[src/rtl/wb_port_arbiter.sv]
// Writeback port arbiter: merges ALU (E) and load (M) results onto one
// register-file write port, M first, with a starvation-bounded E holding slot.
module wb_port_arbiter #(
  parameter int unsigned STARVE_LIMIT = 3
) (
  input  logic        clk,
  input  logic        resetn,
  input  logic        e_valid,
  output logic        e_ready,
  input  logic [4:0]  e_dst,
  input  logic [31:0] e_wdata,
  input  logic [31:0] e_pc,
  input  logic        m_valid,
  output logic        m_ready,
  input  logic [4:0]  m_dst,
  input  logic [31:0] m_wdata,
  input  logic [31:0] m_pc,
  output logic        wb_en,
  output logic        wb_sel,
  output logic [4:0]  wb_dst,
  output logic [31:0] wb_wdata,
  output logic [31:0] wb_pc,
  output logic        e_stall
);

  localparam int CW =
    (STARVE_LIMIT < 2) ? 1 : $clog2(STARVE_LIMIT + 1);
  localparam logic [CW-1:0] CLIM = CW'(STARVE_LIMIT);

  localparam logic [1:0] S_EMPTY = 2'd0;
  localparam logic [1:0] S_HELD  = 2'd1;
  localparam logic [1:0] S_FORCE = 2'd2;

  logic [1:0]    state_q, state_d;
  logic [CW-1:0] cnt_q, cnt_d, cnt_inc;
  logic [4:0]    hdst_q, hdst_d;
  logic [31:0]   hwd_q, hwd_d;
  logic [31:0]   hpc_q, hpc_d;

  logic          wb_en_q, wb_sel_q;
  logic [4:0]    wb_dst_q;
  logic [31:0]   wb_wd_q, wb_pc_q;

  logic          iss, isel;
  logic [4:0]    idst;
  logic [31:0]   iwd, ipc;

  logic          st_empty, st_held, st_force;
  logic          e_acc, m_acc;

  assign st_empty = (state_q == S_EMPTY);
  assign st_held  = (state_q == S_HELD);
  assign st_force = (state_q == S_FORCE);

  assign e_ready  = st_empty;
  assign m_ready  = ~st_force;
  assign e_stall  = ~st_empty;

  assign e_acc    = e_valid & e_ready;
  assign m_acc    = m_valid & m_ready;

  // Saturating increment: never wraps back to zero.
  assign cnt_inc  = (cnt_q == CLIM) ? cnt_q : cnt_q + CW'(1);

  always_comb begin
    state_d = state_q;
    cnt_d   = cnt_q;
    hdst_d  = hdst_q;
    hwd_d   = hwd_q;
    hpc_d   = hpc_q;
    iss     = 1'b0;
    isel    = 1'b0;
    idst    = '0;
    iwd     = '0;
    ipc     = '0;
    unique case (1'b1)
      st_empty: begin
        if (m_acc) begin
          iss  = 1'b1;
          isel = 1'b1;
          idst = m_dst;
          iwd  = m_wdata;
          ipc  = m_pc;
          if (e_acc) begin
            hdst_d  = e_dst;
            hwd_d   = e_wdata;
            hpc_d   = e_pc;
            cnt_d   = '0;
            state_d = S_HELD;
          end
        end else if (e_acc) begin
          iss  = 1'b1;
          idst = e_dst;
          iwd  = e_wdata;
          ipc  = e_pc;
        end
      end
      st_held: begin
        iss = 1'b1;
        if (m_acc) begin
          isel  = 1'b1;
          idst  = m_dst;
          iwd   = m_wdata;
          ipc   = m_pc;
          cnt_d = cnt_inc;
          if (cnt_inc == CLIM) state_d = S_FORCE;
        end else begin
          idst    = hdst_q;
          iwd     = hwd_q;
          ipc     = hpc_q;
          state_d = S_EMPTY;
        end
      end
      st_force: begin
        iss     = 1'b1;
        idst    = hdst_q;
        iwd     = hwd_q;
        ipc     = hpc_q;
        cnt_d   = '0;
        state_d = S_EMPTY;
      end
      default: begin
        cnt_d   = '0;
        state_d = S_EMPTY;
      end
    endcase
  end

  always_ff @(posedge clk or negedge resetn) begin
    if (!resetn) begin
      state_q  <= S_EMPTY;
      cnt_q    <= '0;
      hdst_q   <= '0;
      hwd_q    <= '0;
      hpc_q    <= '0;
      wb_en_q  <= 1'b0;
      wb_sel_q <= 1'b0;
      wb_dst_q <= '0;
      wb_wd_q  <= '0;
      wb_pc_q  <= '0;
    end else begin
      state_q  <= state_d;
      cnt_q    <= cnt_d;
      hdst_q   <= hdst_d;
      hwd_q    <= hwd_d;
      hpc_q    <= hpc_d;
      wb_en_q  <= iss & (|idst);
      wb_sel_q <= isel;
      wb_dst_q <= idst;
      wb_wd_q  <= iwd;
      wb_pc_q  <= ipc;
    end
  end

  assign wb_en    = wb_en_q;
  assign wb_sel   = wb_sel_q;
  assign wb_dst   = wb_dst_q;
  assign wb_wdata = wb_wd_q;
  assign wb_pc    = wb_pc_q;

endmodule

[config.mk]
export PLATFORM = sky130hd
export DESIGN_NAME = wb_port_arbiter
export DESIGN_NICKNAME = d
export VERILOG_FILES = /design/src/rtl/wb_port_arbiter.sv
export SDC_FILE = /design/constraint.sdc
export NUM_CORES = 1
export LEC_CHECK = 0
export CAP_MARGIN = 20
export CORE_MARGIN = 10
export CORE_UTILIZATION = 40
export CTS_CLUSTER_DIAMETER = 60
export DETAILED_ROUTE_END_ITERATION = 6
export PLACE_DENSITY = 0.84
export SETUP_SLACK_MARGIN = 0.15
export SLEW_MARGIN = 30
export SYNTH_ARGS = -nofsm -noshare
export SYNTH_HDL_FRONTEND = slang
export SYNTH_SLANG_ARGS = --single-unit
[constraint.sdc]
create_clock -name clk -period 1.9 [get_ports clk]
set_clock_uncertainty 0.15 [all_clocks]
set_input_delay 0.57 -clock clk [delete_from_list [all_inputs] [get_ports clk]]
set_output_delay 0.57 -clock clk [all_outputs]
set_load 0.005 [all_outputs]
## Word-level counts from Yosys, hierarchy flattened

Cells that the tools add are included.

- Register bits: 144
- Bits of input ports: 142
- Logic and storage cells: 58

- Add/subtract/negate cells: 1
- Equality and inequality tests: 8
- Multiplexer cells: 27
- Bitwise logic cells: 5
- Reduce and logical (&&, ||, !) cells: 7

Operator list:

| operator | number |
|---|---|
| two-way mux 32 bit | 6 |
| one-hot mux 32 bit (3 select lines) | 2 |
| two-way mux 2 bit | 8 |
| two-way mux 5 bit | 3 |
| one-hot mux 5 bit (3 select lines) | 1 |
| AND reduction 3 bit | 3 |
| one-hot mux 2 bit (2 select lines) | 2 |
| == test 2 bit, second input constant | 3 |
| inequality test 2 x 1 -> 1 bit, second input constant | 3 |
| OR reduction 5 bit | 1 |
| two-way mux 1 bit | 4 |
| OR reduction 2 bit | 2 |
| bitwise AND 1 bit | 3 |
| inequality test 3 x 2 -> 1 bit, second input constant | 1 |
| adder 2 x 1 -> 2 bit, second input constant | 1 |
| == test 2 x 1 -> 1 bit, second input constant | 1 |
| logical NOT 2 bit | 1 |
| inverter 1 bit | 2 |
| one-hot mux 1 bit (2 select lines) | 1 |

## Depth between registers and ports, before layout

Gate-level depths: netlist of run 1.

- Depth in word-level cells: 7
- Depth in mapped cells: 9
- Mapped depth without buffers: 7

## Least setup slack after synthesis of run 1

Ideal clock, no wire load.

- Kind: register -> register
- Start point: reg state_q[0]
- End point: reg wb_en_q, in the netlist wb_en
- Arrival: 1,748 ps
- Required time: 1,621 ps
- Path slack: -128 ps
- Stages on the path, launching flop included: 9
- Path buffers: 1
- Path through: dfrtp_1 > inv_1 > ha_1 > nor2b_1 > buf_6 > a21boi_4 > a222oi_1 > nor2_1 > o41a_1

- Longest elaborated chain between the ends: 7
- Elaborated cells on any way between the ends: 16
- Classes of those cells: eq/ne: 2; mux: 7; bitwise: 4; reduce/logical: 3

RTL lines:

| element | RTL line | source |
|---|---|---|
| from (decl) | 34 | `logic [1:0] state_q, state_d;` |
| from (signal assigned) | 142 | `state_q <= state_d;` |
| logical NOT 2 bit / == test 2 bit (equally long branches) | 51, 53 |  |
| bitwise AND 1 bit / inverter 1 bit (equally long branches) | 59, 56 |  |
| two-way mux 5 bit / bitwise AND 1 bit (equally long branches) | 91, 60 |  |
| two-way mux 5 bit, on equally long branches | 78, 100 |  |
| one-hot mux 5 bit (3 select lines) * | 76 | `unique case (1'b1)` |
| via idst[3] | 45 | `logic [4:0] idst;` |
| OR reduction 5 bit * | 147 | `wb_en_q <= iss & (\|idst);` |
| bitwise AND 1 bit * | 147 |  |
| to (signal assigned) | 147 |  |
| to (decl) | 40 | `logic wb_en_q, wb_sel_q;` |

Mark *: on every way through the listed nets, which the timed path passes. The rest lies on a longest branch.
A chain may end at the register's enable or synchronous reset.

## Worst setup path in the final report of run 1

- Start point: reg state_q[0]
- End point: reg wb_en_q, in the netlist wb_en

- Longest elaborated chain between the ends: 7
- Elaborated cells on any way between the ends: 16
- Classes of those cells: eq/ne: 2; mux: 7; bitwise: 4; reduce/logical: 3

RTL lines:

| element | RTL line |
|---|---|
| logical NOT 2 bit / == test 2 bit (equally long branches) | 51, 53 |
| bitwise AND 1 bit / inverter 1 bit (equally long branches) | 59, 56 |
| two-way mux 5 bit / bitwise AND 1 bit (equally long branches) | 91, 60 |
| two-way mux 5 bit, on equally long branches | 78, 100 |
| one-hot mux 5 bit (3 select lines) | 76 |
| OR reduction 5 bit | 147 |
| bitwise AND 1 bit * | 147 |

Mark *: on every way between the ends. The rest lies on a longest branch, timed or not.

==> flow_summary_export.csv, run 1 <==
group,metric,value,unit
synth,synthXorXnorAreaFrac,0,%
timing,tightest_slew,0.418,ns
global_route,grt_antenna_before_repair,0,
placement,portBuffers,215,
synth,synth_top_area_share,62.8,%
synth,yosysUniqueCellTypes,22,
synth,yosys-top-cells-area,"dfrtp_1, mux2_2, a222oi_1",
timing,setup_viol,138,
final_layout,ff_latch_area,3600,sq um
final_layout,n_antenna_cell,0,
hold_path,hp-start,"hpc_q[19]",
clocking,path_clk_slew,0.06,ns
die,start_util,41.0,%
synth,synth_mux_area_share,13.7,%
clocking,clockRootBuffer,"clkbuf_16",
synth,yosysSeqAreaShare,62.8,%
die,die-area,19500,sq um
die,core-area,14000,sq um
synth,synth_edf_count,0,
run,cap_violations,0,
worst_setup_path,start_kind,"register",
synth,synth_common_cells,"dfrtp_1, nor2_1, a222oi_1",
timing,fin_crit,2.17,ns
final_layout,filler_cell_count,932,
worst_setup_path,rr_worst_depth,9,
clocking,cts_tree,"yes",
timing,post-route-period-util,114,%
run_status,status,"finished with violations",
worst_setup_path,path_max_fanout,7,
route,route.antenna.remaining_nets,0,
route,drcViolationCount,2,
clocking,cts_buffers,17,
synth,yosys.area_share.simple,5.36,%
synth,synth.most_common_cell,"dfrtp_1",
hold_path,hold_path_class,"register to register",
synth,ys.flop_type,"dfrtp_1",
timing,whs,0.356,ns
route,first_pass_iters,7,
synth,synth_top_family_by_area,"multiplexers",
placement,placed_cells,816,
synth,yosys_warnings,0,
clocking,cts.path.max_buffers,2,
hold_path,hold_end,"hpc_q[19]",
synth,synth.largest_area_cell,"dfrtp_1",
final_layout,multiInputGateArea,2070,sq um
clocking,clock_latency,0.41,ns
final_layout,drive_gt1_share,31.7,%
final_layout,finalNonFillerCells,886,
worst_setup_path,crit_arrival,2.31,ns
synth,synth_compound_gate_area_share,13.6,%
synth,syn_area,5740,sq um
timing,slew_viol_final,0,
power,peakVddDrop,0.742,mV
synth,synthAdderAreaFrac,1.09,%
power,leakage,4.33,nW
global_route,overflow,0,
synth,synthCells,423,
synth,synthArstFlopShare,100,%
final_layout,layout.nets,840,
synth,synth-seq-cells,144,
final_layout,area_growth,68.4,%
timing,rsz0062_at_grt,"true",
global_route,grt_pass1_vias,5623,
global_route,grt_max_degree,43,
clocking,htreeDepth,4,
die,chipWidth,140,um
worst_setup_path,end_kind,"register",
global_route,groute.usage.overall,20.7,%
worst_setup_path,cp.required,2.04,ns
synth,synth_area_per_cell,13.6,sq um
worst_setup_path,reg2reg_from,"state_q[0]",
timing,hold_viol,0,
synth,synth_nets,570,
placement,dpl_worst_slack,-0.600,ns
power,power_per_cell_area,1570,nW/um^2
route,vias,5051,
route,routedWlPerCell,23.5,um
hold_path,hold_depth,1,
run_status,failed_checks,"DRC, setup timing",
worst_setup_path,r2r-end,"wb_en",
placement,dp_hpwl,12900,um
timing,max_freq,460,MHz
final_layout,final_util,69.1,%
timing,setup_tns,-15.05,ns
timing,setup_slack,-0.274,ns
worst_setup_path,rrSetupSlack,-0.27,ns
placement,gp_congestion,0.829,
route,drt_iter0_drc,619,
global_route,grt_pass1_wl,32200,um
route,viasPerCell,5.70,
die,rows,43,
route,routed_wl,20800,um
worst_setup_path,worstSetupPathType,"register to register",
timing,relSlewSlack,72.1,%
die,io_pins,216,
die,die_h,140,um
clocking,cts.sinks,144,
## placed cells by master (no fill, tap or decap), types with 2 or more instances in the layout
cell type	Yosys	routed
a21oi_1	4	3
a222oi_1	69	69
buf_12	0	12
buf_16	0	14
buf_2	26	4
buf_4	0	28
buf_6	1	17
buf_8	0	2
bufinv_16	0	4
clkbuf_16	0	19
clkbuf_2	0	22
clkdlybuf4s15_1	0	45
clkdlybuf4s50_1	0	140
clkinv_2	0	2
clkinv_4	0	2
clkinvlp_4	0	4
dfrtp_1	144	144
ha_2	0	2
ha_4	0	2
inv_2	1	4
mux2_2	63	60
mux2_4	0	10
nand2_1	5	2
nand2_2	0	3
nor2_1	72	70
nor2_4	0	2
## worst max-delay path by stage
stage / startpoint / to / cells after the start
CTS: state_q[0] / wb_en / 8
finish: state_q[0] / wb_en / 9
floorplan: m_valid / wb_en / 6
detailed placement: m_valid / wb_en / 6
global route: state_q[0] / wb_en / 9
global placement: m_valid / wb_en / 6
## layer usage
| layer | up-vias | share of wire, % | global-route usage, % |
|---|---|---|---|
| li1 | 2169 | - | - |
| met2 | 317 | 51 | 36.2 |
| met5 | - | 0 | 0 |
| met3 | 20 | 9.6 | 7.32 |
| met1 | 2545 | 38 | 23.2 |
| met4 | 0 | 1.3 | 5.76 |
## logic make-up (layout without fill, tap and decap cells)
kind of cell	count (synthesis)	in the layout
AO/OA/AOI/OAI	81	81
adder cells (fa/ha/maj)	5	5
buffers and inverters	43	326
flip-flops	144	144
multiplexers	70	70
AND/OR/NAND/NOR	80	80
## metrics by stage
step | area (sq um) | total power [W]
2_1_floorplan | 5830 | 0.00780
3_3_place_gp | 8350 | 0.0103
3_5_place_dp | 8350 | 0.0106
4_1_cts | 9630 | 0.0151
5_1_grt | 9670 | 0.0161
6_report | 9670 | 0.0152
## registers in the layout, summed over array words and instances, names as in the netlist
| register | cells |
|---|---|
| hpc_q | 32 |
| wb_wdata | 32 |
| wb_dst | 5 |
| state_q | 2 |
| wb_en | 1 |
| wb_pc | 32 |
| wb_sel | 1 |
| hwd_q | 32 |
| cnt_q | 2 |
| hdst_q | 5 |
## where the power goes
| part | switching [W] | internal, W |
|---|---|---|
| clock | 0.00130 | 0.00223 |
| combinational | 0.00276 | 0.00373 |
| sequential | 0.000663 | 0.00452 |
| total | 0.00473 | 0.0105 |
## critical path, cell delays in order, from the launching register on
cell and delay, ns:
dfrtp_1 0.38, inv_2 0.09, buf_6 0.11, ha_4 0.13, nor2b_4 0.05, a21boi_4 0.17
a222oi_1 0.38, buf_4 0.19, a21oi_1 0.07, o41a_1 0.32
## area by class of cell
| class | count | area share [%] |
|---|---|---|
| tap | 180 | 2.33 |
| inverter | 6 | 0.259 |
| timing repair buffer | 288 | 32.2 |
| clock inverter | 13 | 1.93 |
| multi-input combinational | 236 | 21.4 |
| sequential | 144 | 37.3 |
| clock buffer | 19 | 4.58 |
## repair_timing
item / 4_1_cts / 5_1_grt
resized for setup: 210 / 41
endpoints found under the hold margin: 32 / 0
setup endpoints to repair: 211 / 171
setup buffers: 16 / 6
cloned: 13 / 2
pin swaps: 29 / 16
hold buffers: 1 / 0
Power figures use the tool's default switching activity.
==> run 2: changes to the inputs <==
- ABC_AREA: not set -> 1
- CORE_UTILIZATION: 40 -> 41
- PLACE_DENSITY: 0.84 -> 0.83
==> run 2 against run 1 <==
  * The flow finishes with violations (setup timing)
  * Register-to-register slack better by 0.15 ns
  * Combinational power up 66%
  * Sequential share of layout area down 6.7 points
  * Synthesized area up 9.6%
  * Routed wire length up 30%
  * Die area up 5.9%
  * Global-route usage up 1.5 points
  * Critical endpoint is now wb_wdata[30]
==> flow_summary_export.csv, run 2 <==
group,metric,value,unit
synth,synth_area_per_cell,10.3,sq um
synth,synthAdderAreaFrac,0.994,%
worst_setup_path,worstSetupPathType,"register to register",
synth,yosysSeqAreaShare,57.3,%
clocking,htreeDepth,4,
placement,gp_congestion,0.830,
worst_setup_path,reg2reg_from,"state_q[1]",
power,power_per_cell_area,1660,nW/um^2
final_layout,layout_common_cells,"dfrtp_1, clkdlybuf4s50_1, nand2_1",
synth,synthXorXnorAreaFrac,0,%
synth,synth_compound_gate_area_share,11.9,%
route,routed_wl,27100,um
run_status,status,"finished with violations",
route,route.antenna.remaining_nets,0,
final_layout,layout.nets,1060,
worst_setup_path,path_max_fanout,20,
clocking,cts_buffers,17,
worst_setup_path,rrSetupSlack,-0.12,ns
route,drt_iter0_drc,427,
die,start_util,41.5,%
power,leakage,5.17,nW
synth,synthCells,609,
timing,rsz0062_at_grt,"true",
worst_setup_path,r2r-end,"wb_wdata[30]",
synth,synth-seq-cells,144,
die,die-area,20700,sq um
clocking,cts_tree,"yes",
run,cap_violations,0,
hold_path,hp-start,"cnt_q[0]",
global_route,overflow,0,
timing,slew_viol_final,0,
hold_path,hold_end,"cnt_q[0]",
worst_setup_path,rr_worst_depth,9,
clocking,cts.path.max_buffers,2,
timing,setup_viol,90,
timing,whs,0.343,ns
timing,relSlewSlack,66.1,%
synth,synth_nets,756,
synth,synth_common_cells,"dfrtp_1, nand2_1, nand3_1",
hold_path,hold_depth,2,
synth,synth_top_area_share,57.3,%
power,peakVddDrop,1.01,mV
global_route,grt_antenna_before_repair,1,
run_status,failed_checks,"setup timing",
placement,placed_cells,1013,
timing,max_freq,495,MHz
global_route,grt_max_degree,51,
synth,yosys.area_share.simple,15.4,%
synth,synth_edf_count,0,
final_layout,area_growth,87.0,%
final_layout,final_common_cell,"dfrtp_1",
timing,hold_viol,0,
worst_setup_path,cp.required,2.05,ns
route,routedWlPerCell,24.3,um
synth,synth_mux_area_share,8.77,%
placement,portBuffers,215,
clocking,path_clk_slew,0.06,ns
route,viasPerCell,5.63,
global_route,grt_pass1_wl,35200,um
timing,fin_crit,2.02,ns
worst_setup_path,crit_arrival,2.17,ns
worst_setup_path,start_kind,"register",
synth,yosysUniqueCellTypes,24,
route,drcViolationCount,0,
clocking,clock_latency,0.42,ns
placement,dp_hpwl,14300,um
synth,synth.most_common_cell,"dfrtp_1",
clocking,clockRootBuffer,"clkbuf_16",
final_layout,finalNonFillerCells,1115,
die,core-area,15100,sq um
die,chipWidth,144,um
synth,yosys_warnings,0,
synth,synth_top_family_by_area,"simple AND/OR/NAND/NOR gates",
timing,setup_tns,-3.75,ns
final_layout,drive_gt1_share,42.7,%
worst_setup_path,end_kind,"register",
timing,setup_slack,-0.120,ns
final_layout,final_util,77.7,%
clocking,cts.sinks,144,
die,rows,45,
route,first_pass_iters,4,
synth,synth.largest_area_cell,"dfrtp_1",
synth,synthArstFlopShare,100,%
timing,post-route-period-util,106,%
global_route,grt_pass1_vias,6292,
hold_path,hold_path_class,"register to register",
die,die_h,144,um
final_layout,finalInstanceArea,11800,sq um
global_route,groute.usage.overall,22.2,%
die,io_pins,216,
synth,yosys-top-cells-area,"dfrtp_1, nand2_1, mux2_2",
synth,ys.flop_type,"dfrtp_1",
timing,tightest_slew,0.508,ns
route,vias,6280,
synth,syn_area,6290,sq um
placement,dpl-instance-area,8970,sq um
## run 2: metrics by stage
stage	worst slack (ns)	total power (W)
after global routing	-0.199	0.0204
final	-0.120	0.0195
after floorplan	0.125	0.00837
after detailed placement	-0.352	0.0116
after global placement	-0.331	0.0113
after CTS	-0.0812	0.0169
## run 2: cell type report
type                            instances  area, sq um
Sequential cell                       144         3600
Clock buffer                           20          457
Clock inverter                         12          133
Timing Repair Buffer                  332         3890
Inverter                               16         90.1
Fill cell                             843         3380
Tap cell                              188          235
Multi-Input combinational cell        402         3360
Antenna cell                            1         2.50
## run 2: how the worst max path moves through the flow
stage | cells after the start | slack (ns) | startpoint | end
finish | 9 | -0.12 | state_q[1] | wb_wdata[30]
global route | 9 | -0.20 | state_q[1] | wb_wdata[30]
CTS | 4 | -0.08 | state_q[1] | m_ready
detailed placement | 5 | -0.35 | m_valid | hwd_q[16]
global placement | 5 | -0.33 | m_valid | hwd_q[11]
floorplan | 8 | 0.12 | state_q[0] | hdst_q[0]
## run 2: power breakdown
part	switching [W]	internal, W	total (W)
combinational	0.00489	0.00594	0.0108
clock	0.00136	0.00200	0.00336
sequential	0.000864	0.00449	0.00536
total	0.00711	0.0124	0.0195
## run 2: layer usage
metal | part of all wire (%) | vias up | GRT usage [%]
li1 | - | 2745 | -
met1 | 37 | 3103 | 25.2
met2 | 50 | 333 | 37.0
met3 | 7.3 | 99 | 5.61
met4 | 5.2 | 0 | 13.0
met5 | 0 | - | 0
## run 2: worst max-delay path, cell delays in order, from the launching register on
cell	delay, ns
dfrtp_1	0.40
buf_6	0.13
ha_4	0.16
buf_6	0.12
nor2_4	0.17
buf_4	0.15
buf_12	0.15
nor2_1	0.08
a221oi_2	0.26
nor2_1	0.11
## run 2: cells by family after synthesis
kind of cell    after synthesis
compound gates              114
fa+ha+maj                     5
buf+inv                      63
flops                       144
mux                          49
simple gates                234
## run 2: timing repair
item                       4_1_cts  5_1_grt
pin swaps                       31       65
gates cloned                    16       16
setup buffers                   23       13
setup endpoints to repair      189      177
hold buffers                     1        0
resized for setup              277      267
hold endpoints to repair        40        0
